**config.mk**
```make
export PLATFORM = sky130hd
export DESIGN_NAME = servo_pwm_multi
export DESIGN_NICKNAME = d
export VERILOG_FILES = /design/src/rtl/servo_pwm_multi.sv
export SDC_FILE = /design/constraint.sdc
export NUM_CORES = 1
export LEC_CHECK = 0
export ABC_AREA = 1
export CORE_MARGIN = 1.5
export CORE_UTILIZATION = 45
export DETAILED_ROUTE_END_ITERATION = 7
export DONT_BUFFER_PORTS = 1
export GPL_ROUTABILITY_DRIVEN = 0
export PLACE_DENSITY = 0.64
export SETUP_SLACK_MARGIN = 0.1
export SLEW_MARGIN = 20
export SYNTH_ARGS = -nofsm -noshare
export SYNTH_HDL_FRONTEND = slang
export SYNTH_SLANG_ARGS = --single-unit
```
**constraint.sdc**
```tcl
create_clock -name osc -period 6.6 [get_ports osc]
set_clock_uncertainty 0.2 [all_clocks]
set_input_delay 0.66 -clock osc [delete_from_list [all_inputs] [get_ports osc]]
set_output_delay 0.66 -clock osc [all_outputs]
set_load 0.05 [all_outputs]
```
**src/rtl/servo_pwm_multi.sv**
```systemverilog
// Multi-channel hobby-servo PWM generator: shared frame counter, clamped and
// slew-limited per-channel pulse widths, frame-synchronous output enable.
module servo_pwm_multi #(
    parameter int CH         = 2,
    parameter int W          = 20,
    parameter int PERIOD_CNT = 1000000,
    parameter int MIN_PW     = 24500,
    parameter int MAX_PW     = 37000,
    parameter int DEFAULT_PW = 30500,
    parameter int STEP       = 500
) (
    input  logic                                   osc,
    input  logic                                   reset_n,
    input  logic                                   enable,
    input  logic                                   wr_en,
    input  logic [((CH > 1) ? $clog2(CH) : 1)-1:0] wr_ch,
    input  logic [W-1:0]                           wr_pw,
    output logic [CH-1:0]                          pwm_out,
    output logic                                   frame_tick,
    output logic [CH-1:0]                          at_target
);

    localparam logic [W-1:0] LAST   = W'(PERIOD_CNT - 1);
    localparam logic [W-1:0] MIN_V  = W'(MIN_PW);
    localparam logic [W-1:0] MAX_V  = W'(MAX_PW);
    localparam logic [W-1:0] DEF_V  = W'(DEFAULT_PW);
    localparam logic [W-1:0] STEP_W = W'(STEP);
    localparam logic [W:0]   STEP_X = (W + 1)'(STEP);

    logic [W-1:0] cnt;
    logic         en_frame;
    logic         boundary;
    logic         wr_hit;
    logic [W-1:0] wr_pw_clamped;
    logic [W-1:0] tgt     [CH];
    logic [W-1:0] cur     [CH];
    logic [W-1:0] cur_nxt [CH];
    logic [W:0]   diff    [CH];
    logic         up      [CH];

    assign boundary   = (cnt == LAST);
    assign frame_tick = boundary;

    always_comb begin
        wr_hit = wr_en && (32'(wr_ch) < CH);
        if (wr_pw < MIN_V)
            wr_pw_clamped = MIN_V;
        else if (wr_pw > MAX_V)
            wr_pw_clamped = MAX_V;
        else
            wr_pw_clamped = wr_pw;
    end

    // Difference is taken one bit wider so the magnitude never wraps.
    always_comb begin
        for (int unsigned i = 0; i < CH; i++) begin
            up[i]   = (tgt[i] > cur[i]);
            diff[i] = up[i] ? ({1'b0, tgt[i]} - {1'b0, cur[i]})
                            : ({1'b0, cur[i]} - {1'b0, tgt[i]});
            if ((STEP == 0) || (diff[i] <= STEP_X))
                cur_nxt[i] = tgt[i];
            else if (up[i])
                cur_nxt[i] = cur[i] + STEP_W;
            else
                cur_nxt[i] = cur[i] - STEP_W;
        end
    end

    always_comb begin
        at_target = '0;
        for (int unsigned i = 0; i < CH; i++)
            at_target[i] = (cur[i] == tgt[i]);
    end

    always_ff @(posedge osc or negedge reset_n) begin
        if (!reset_n) begin
            cnt      <= '0;
            en_frame <= 1'b0;
            pwm_out  <= '0;
            for (int unsigned i = 0; i < CH; i++) begin
                tgt[i] <= DEF_V;
                cur[i] <= DEF_V;
            end
        end else begin
            if (boundary) begin
                cnt      <= '0;
                en_frame <= enable;
            end else begin
                cnt <= cnt + 1'b1;
            end
            for (int unsigned i = 0; i < CH; i++) begin
                pwm_out[i] <= en_frame && (cnt < cur[i]);
                if (boundary && en_frame)
                    cur[i] <= cur_nxt[i];
            end
            // Slew above reads tgt before this cycle's write lands.
            if (wr_hit)
                tgt[wr_ch] <= wr_pw_clamped;
        end
    end

endmodule

```
==> run summary <==
• complete, but fails checks — outcome
• negative hold slack — failing checks
• 13.2k — total number of vias
• 0.194 — area share of the largest cell type after synthesis
• 1 — hold bufs inserted after CTS
• 172 µm — die outline width
• 0.801 — share of the clock period used by the worst path after layout
• 189 MHz — Max Freq
• 18600 µm — met2 wirelength from detailed routing
• -0.0128 ns — worst hold slack
• 0.0561 — fraction of layout instances using a drive strength above 1
• 0.00194 W — post-layout power
• 0.08 ns — clock-pin slew reported for the worst setup and hold paths after clock tree synthesis
• false — RSZ-0062 raised after global routing
• 172 µm — chip height
• 0 — Resized cells post-CTS
• 12900 µm² — Post-Synthesis Cell Area
• sky130_fd_sc_hd__clkbuf_16 — root buffer selected by CTS
• 30 — count of pins on the block boundary
• flip-flop — Critical Path Source Type
• 0.123 mV — Max IR drop VDD
• yes — CTS tree
• sky130_fd_sc_hd__nand2_1 — top cell type by total area after synthesis
• 5.29 ns — shortest clock period the worst path allows after layout
• 5.43 — drt via density
• 2320 µm — Met3 Routed Length
• 5.12% — post-synthesis to final-layout area growth
• sky130_fd_sc_hd__nand2_1 — top-count cell post-synth
• 0 — Remaining DRCs
• 4 — Hold Fails Final Rpt
• 3 — htree depth
• 16.7 µm — Routed WL per cell
• 0 — post-route antenna net violation count
• 143 nW/µm² — power density over the cells
• 0.203 — post-synthesis sequential area ratio
• 0.461 — initial cell density of the core
• 61 — std cell rows
• 7.50 nW — LEAKAGE
• 0 — sum of overflow across all layers after global routing
• 104 — largest net degree at the start of global routing
• 8760 µm² — area occupied by multi-input gates
• in -> async — class of the tightest hold or removal check
• 9 — number of buffers created by CTS
• 0.282 — total global-route track usage
• 0 — count of maximum capacitance violations
• 1012 — Iteration-0 DRC Markers
• 8 — first drt pass iteration count
• 6.65 ns — Worst EP required
• 32800 µm — HPWL Detailed
• 0 — number of antenna diodes
• 6.25 µm² — average footprint of a synthesized cell
• 0 — number of flops mapped to enable cells by yosys
• flip-flop — sort of element at the end of the critical path
• 664 x sky130_fd_sc_hd__nand2_1, 346 x sky130_fd_sc_hd__inv_1, 174 x sky130_fd_sc_hd__nand3_1, 151 x sky130_fd_sc_hd__ha_1, 127 x sky130_fd_sc_hd__a21oi_1 — top cells by count, synth
• 40500 µm — sum of routed wire length over all layers
• 2 — Bufs on Longest Clock Path
• reg -> reg — Setup CP Type
• 0 ns — Final TNS setup
• 1.00 — async set or reset register ratio after synthesis
• 29600 µm² — Die Area
• 0 — total number of yosys warnings
• 65000 µm — wire length of the first global-routing pass
• sky130_fd_sc_hd__dfrtp_1 — dominant synthesized flop cell
• 2226 — Final nets
• 2967 — layout filler cell count
• 5.34 ns — Worst EP arrival
• 12.5k — vias in the first global route
• 0 — final setup violation count
• 103 — Yosys reg bits
• 0 — number of pins exceeding their max-slew limit in the final report
• 0 — number of setup buffers added after CTS
• 103 — count of clock tree sinks
• 52 — distinct cell type count of the synthesized netlist
• 27900 µm² — core area
• 2620 µm² — register cell area after layout
• 0 — number of antenna violations at the first check in global routing
• 0.37 ns — Clk Latency, worst-skew pair
• 0.397 — Max-Slew Margin vs Limit
• 2061 — number of cells produced by synthesis
• 0.485 — Layout Utilization
• 26 — biggest fanout along the worst timing path
• 0.905 ns — transition at the pin with the smallest max-transition slack
• 18600 µm — routed length on met1
• 0 — count of input and output buffers
• 2243 — post-synthesis net count
• sky130_fd_sc_hd__nand2_1 19%, sky130_fd_sc_hd__ha_1 15%, sky130_fd_sc_hd__dfrtp_1 14% — cell types with the largest area share after synthesis
• met4 — highest routed metal layer
==> per-stage QoR <==
stage / std cells / setup WS [ns] / cell area, µm² / hold WS [ns]
final: 2427 / 1.31 / 13500 / -0.0128
after global routing: 2427 / 0.791 / 13500 / 0.0433
after detailed placement: 2410 / 1.36 / 13200 / 0.168
after CTS: 2427 / 1.33 / 13500 / 0.0452
after floorplan: 2061 / 2.58 / 12900 / 0.164
after global placement: 2410 / 1.49 / 13200 / 0.169
==> report_power, final <==
| group | total (W) | internal, W | switching, W |
|---|---|---|---|
| Sequential | 0.000660 | 0.000646 | 0.0000135 |
| Clock | 0.000557 | 0.000273 | 0.000285 |
| Combinational | 0.000723 | 0.000220 | 0.000503 |
| Total | 0.00194 | 0.00114 | 0.000802 |
==> path summary, 6_finish.rpt <==
check                        start  endpoint  slack [ns]  cells past startpoint
max reg2reg                tgt[29]   cur[36]        1.31                     21
min in group osc            enable  en_frame        0.22                      2
min reg2reg                tgt[13]   tgt[13]        0.31                      2
max                        tgt[29]   cur[36]        1.31                     21
max in group asynchronous  reset_n   tgt[34]        5.75                      1
min                        reset_n   tgt[19]       -0.01                      1
==> flip-flops by register name, summed over array words and instances (netlist names) <==
name and flops:
cur 40, tgt 40, cnt 20, pwm_out 2, en_frame 1
==> layer usage <==
layer,up-vias,track usage
li1,6588,-
met1,6136,0.378
met2,391,0.468
met3,63,0.0378
met4,0,0.0904
met5,-,0
==> cell type report <==
class / instances / share of cell area
flip-flops and latches: 103 / 0.193
repair buffers: 5 / 0.00425
multi-input cells: 1570 / 0.647
inverters: 355 / 0.0986
clock buffers: 10 / 0.0177
clock inverters: 6 / 0.00388
well taps: 378 / 0.0349
==> logic make-up after synthesis <==
| kind of cell | count (synthesis) | synth area share |
|---|---|---|
| adder cells (fa/ha/maj) | 157 | 0.156 |
| flip-flops | 103 | 0.203 |
| XOR/XNOR | 54 | 0.0367 |
| buffers and inverters | 388 | 0.118 |
| AND/OR/NAND/NOR | 1116 | 0.383 |
| AO/OA/AOI/OAI | 243 | 0.103 |
==> critical path: stages (launching register included) <==
cell and delay (ns):
sky130_fd_sc_hd__dfstp_2 0.55, sky130_fd_sc_hd__inv_1 0.05, sky130_fd_sc_hd__ha_1 0.43, sky130_fd_sc_hd__nand2_1 0.19, sky130_fd_sc_hd__nor2_2 0.22, sky130_fd_sc_hd__nand2_1 0.12, sky130_fd_sc_hd__clkinv_1 0.10, sky130_fd_sc_hd__nand4_2 0.23
sky130_fd_sc_hd__nand2_4 0.38, sky130_fd_sc_hd__inv_1 0.26, sky130_fd_sc_hd__ha_1 0.45, sky130_fd_sc_hd__nand2_1 0.07, sky130_fd_sc_hd__o21ai_0 0.28, sky130_fd_sc_hd__a21oi_1 0.16, sky130_fd_sc_hd__o21ai_0 0.50, sky130_fd_sc_hd__a21boi_0 0.25
sky130_fd_sc_hd__o21ai_0 0.32, sky130_fd_sc_hd__nand2_1 0.11, sky130_fd_sc_hd__nand3_1 0.08, sky130_fd_sc_hd__nand2_1 0.06, sky130_fd_sc_hd__nand3_1 0.07, sky130_fd_sc_hd__nand3_1 0.09
==> layout by cell type (no fill, tap or decap), types with 5 or more instances in the layout <==
cell type,Yosys,routed
sky130_fd_sc_hd__nand2_1,664,664
sky130_fd_sc_hd__nor3_1,23,23
sky130_fd_sc_hd__inv_1,346,345
sky130_fd_sc_hd__ha_1,151,151
sky130_fd_sc_hd__nor4_1,9,7
sky130_fd_sc_hd__nand4_1,69,69
sky130_fd_sc_hd__nand2_2,14,14
sky130_fd_sc_hd__inv_2,5,6
sky130_fd_sc_hd__nor2_2,9,10
sky130_fd_sc_hd__nand3_2,10,10
sky130_fd_sc_hd__o21bai_1,5,5
sky130_fd_sc_hd__xnor2_1,16,16
sky130_fd_sc_hd__nand3_1,174,174
sky130_fd_sc_hd__a21oi_1,127,127
sky130_fd_sc_hd__fa_1,6,6
sky130_fd_sc_hd__nand3b_1,5,5
sky130_fd_sc_hd__nor2_4,6,7
sky130_fd_sc_hd__o31ai_1,7,7
sky130_fd_sc_hd__dfrtp_1,71,71
sky130_fd_sc_hd__clkbuf_16,0,9
sky130_fd_sc_hd__dfstp_2,32,32
sky130_fd_sc_hd__nor2_1,117,115
sky130_fd_sc_hd__xor2_1,38,38
sky130_fd_sc_hd__o21a_1,5,5
sky130_fd_sc_hd__o21ai_0,71,71
sky130_fd_sc_hd__nand2_4,5,5
No activity file was read; power rests on OpenSTA's default activity.
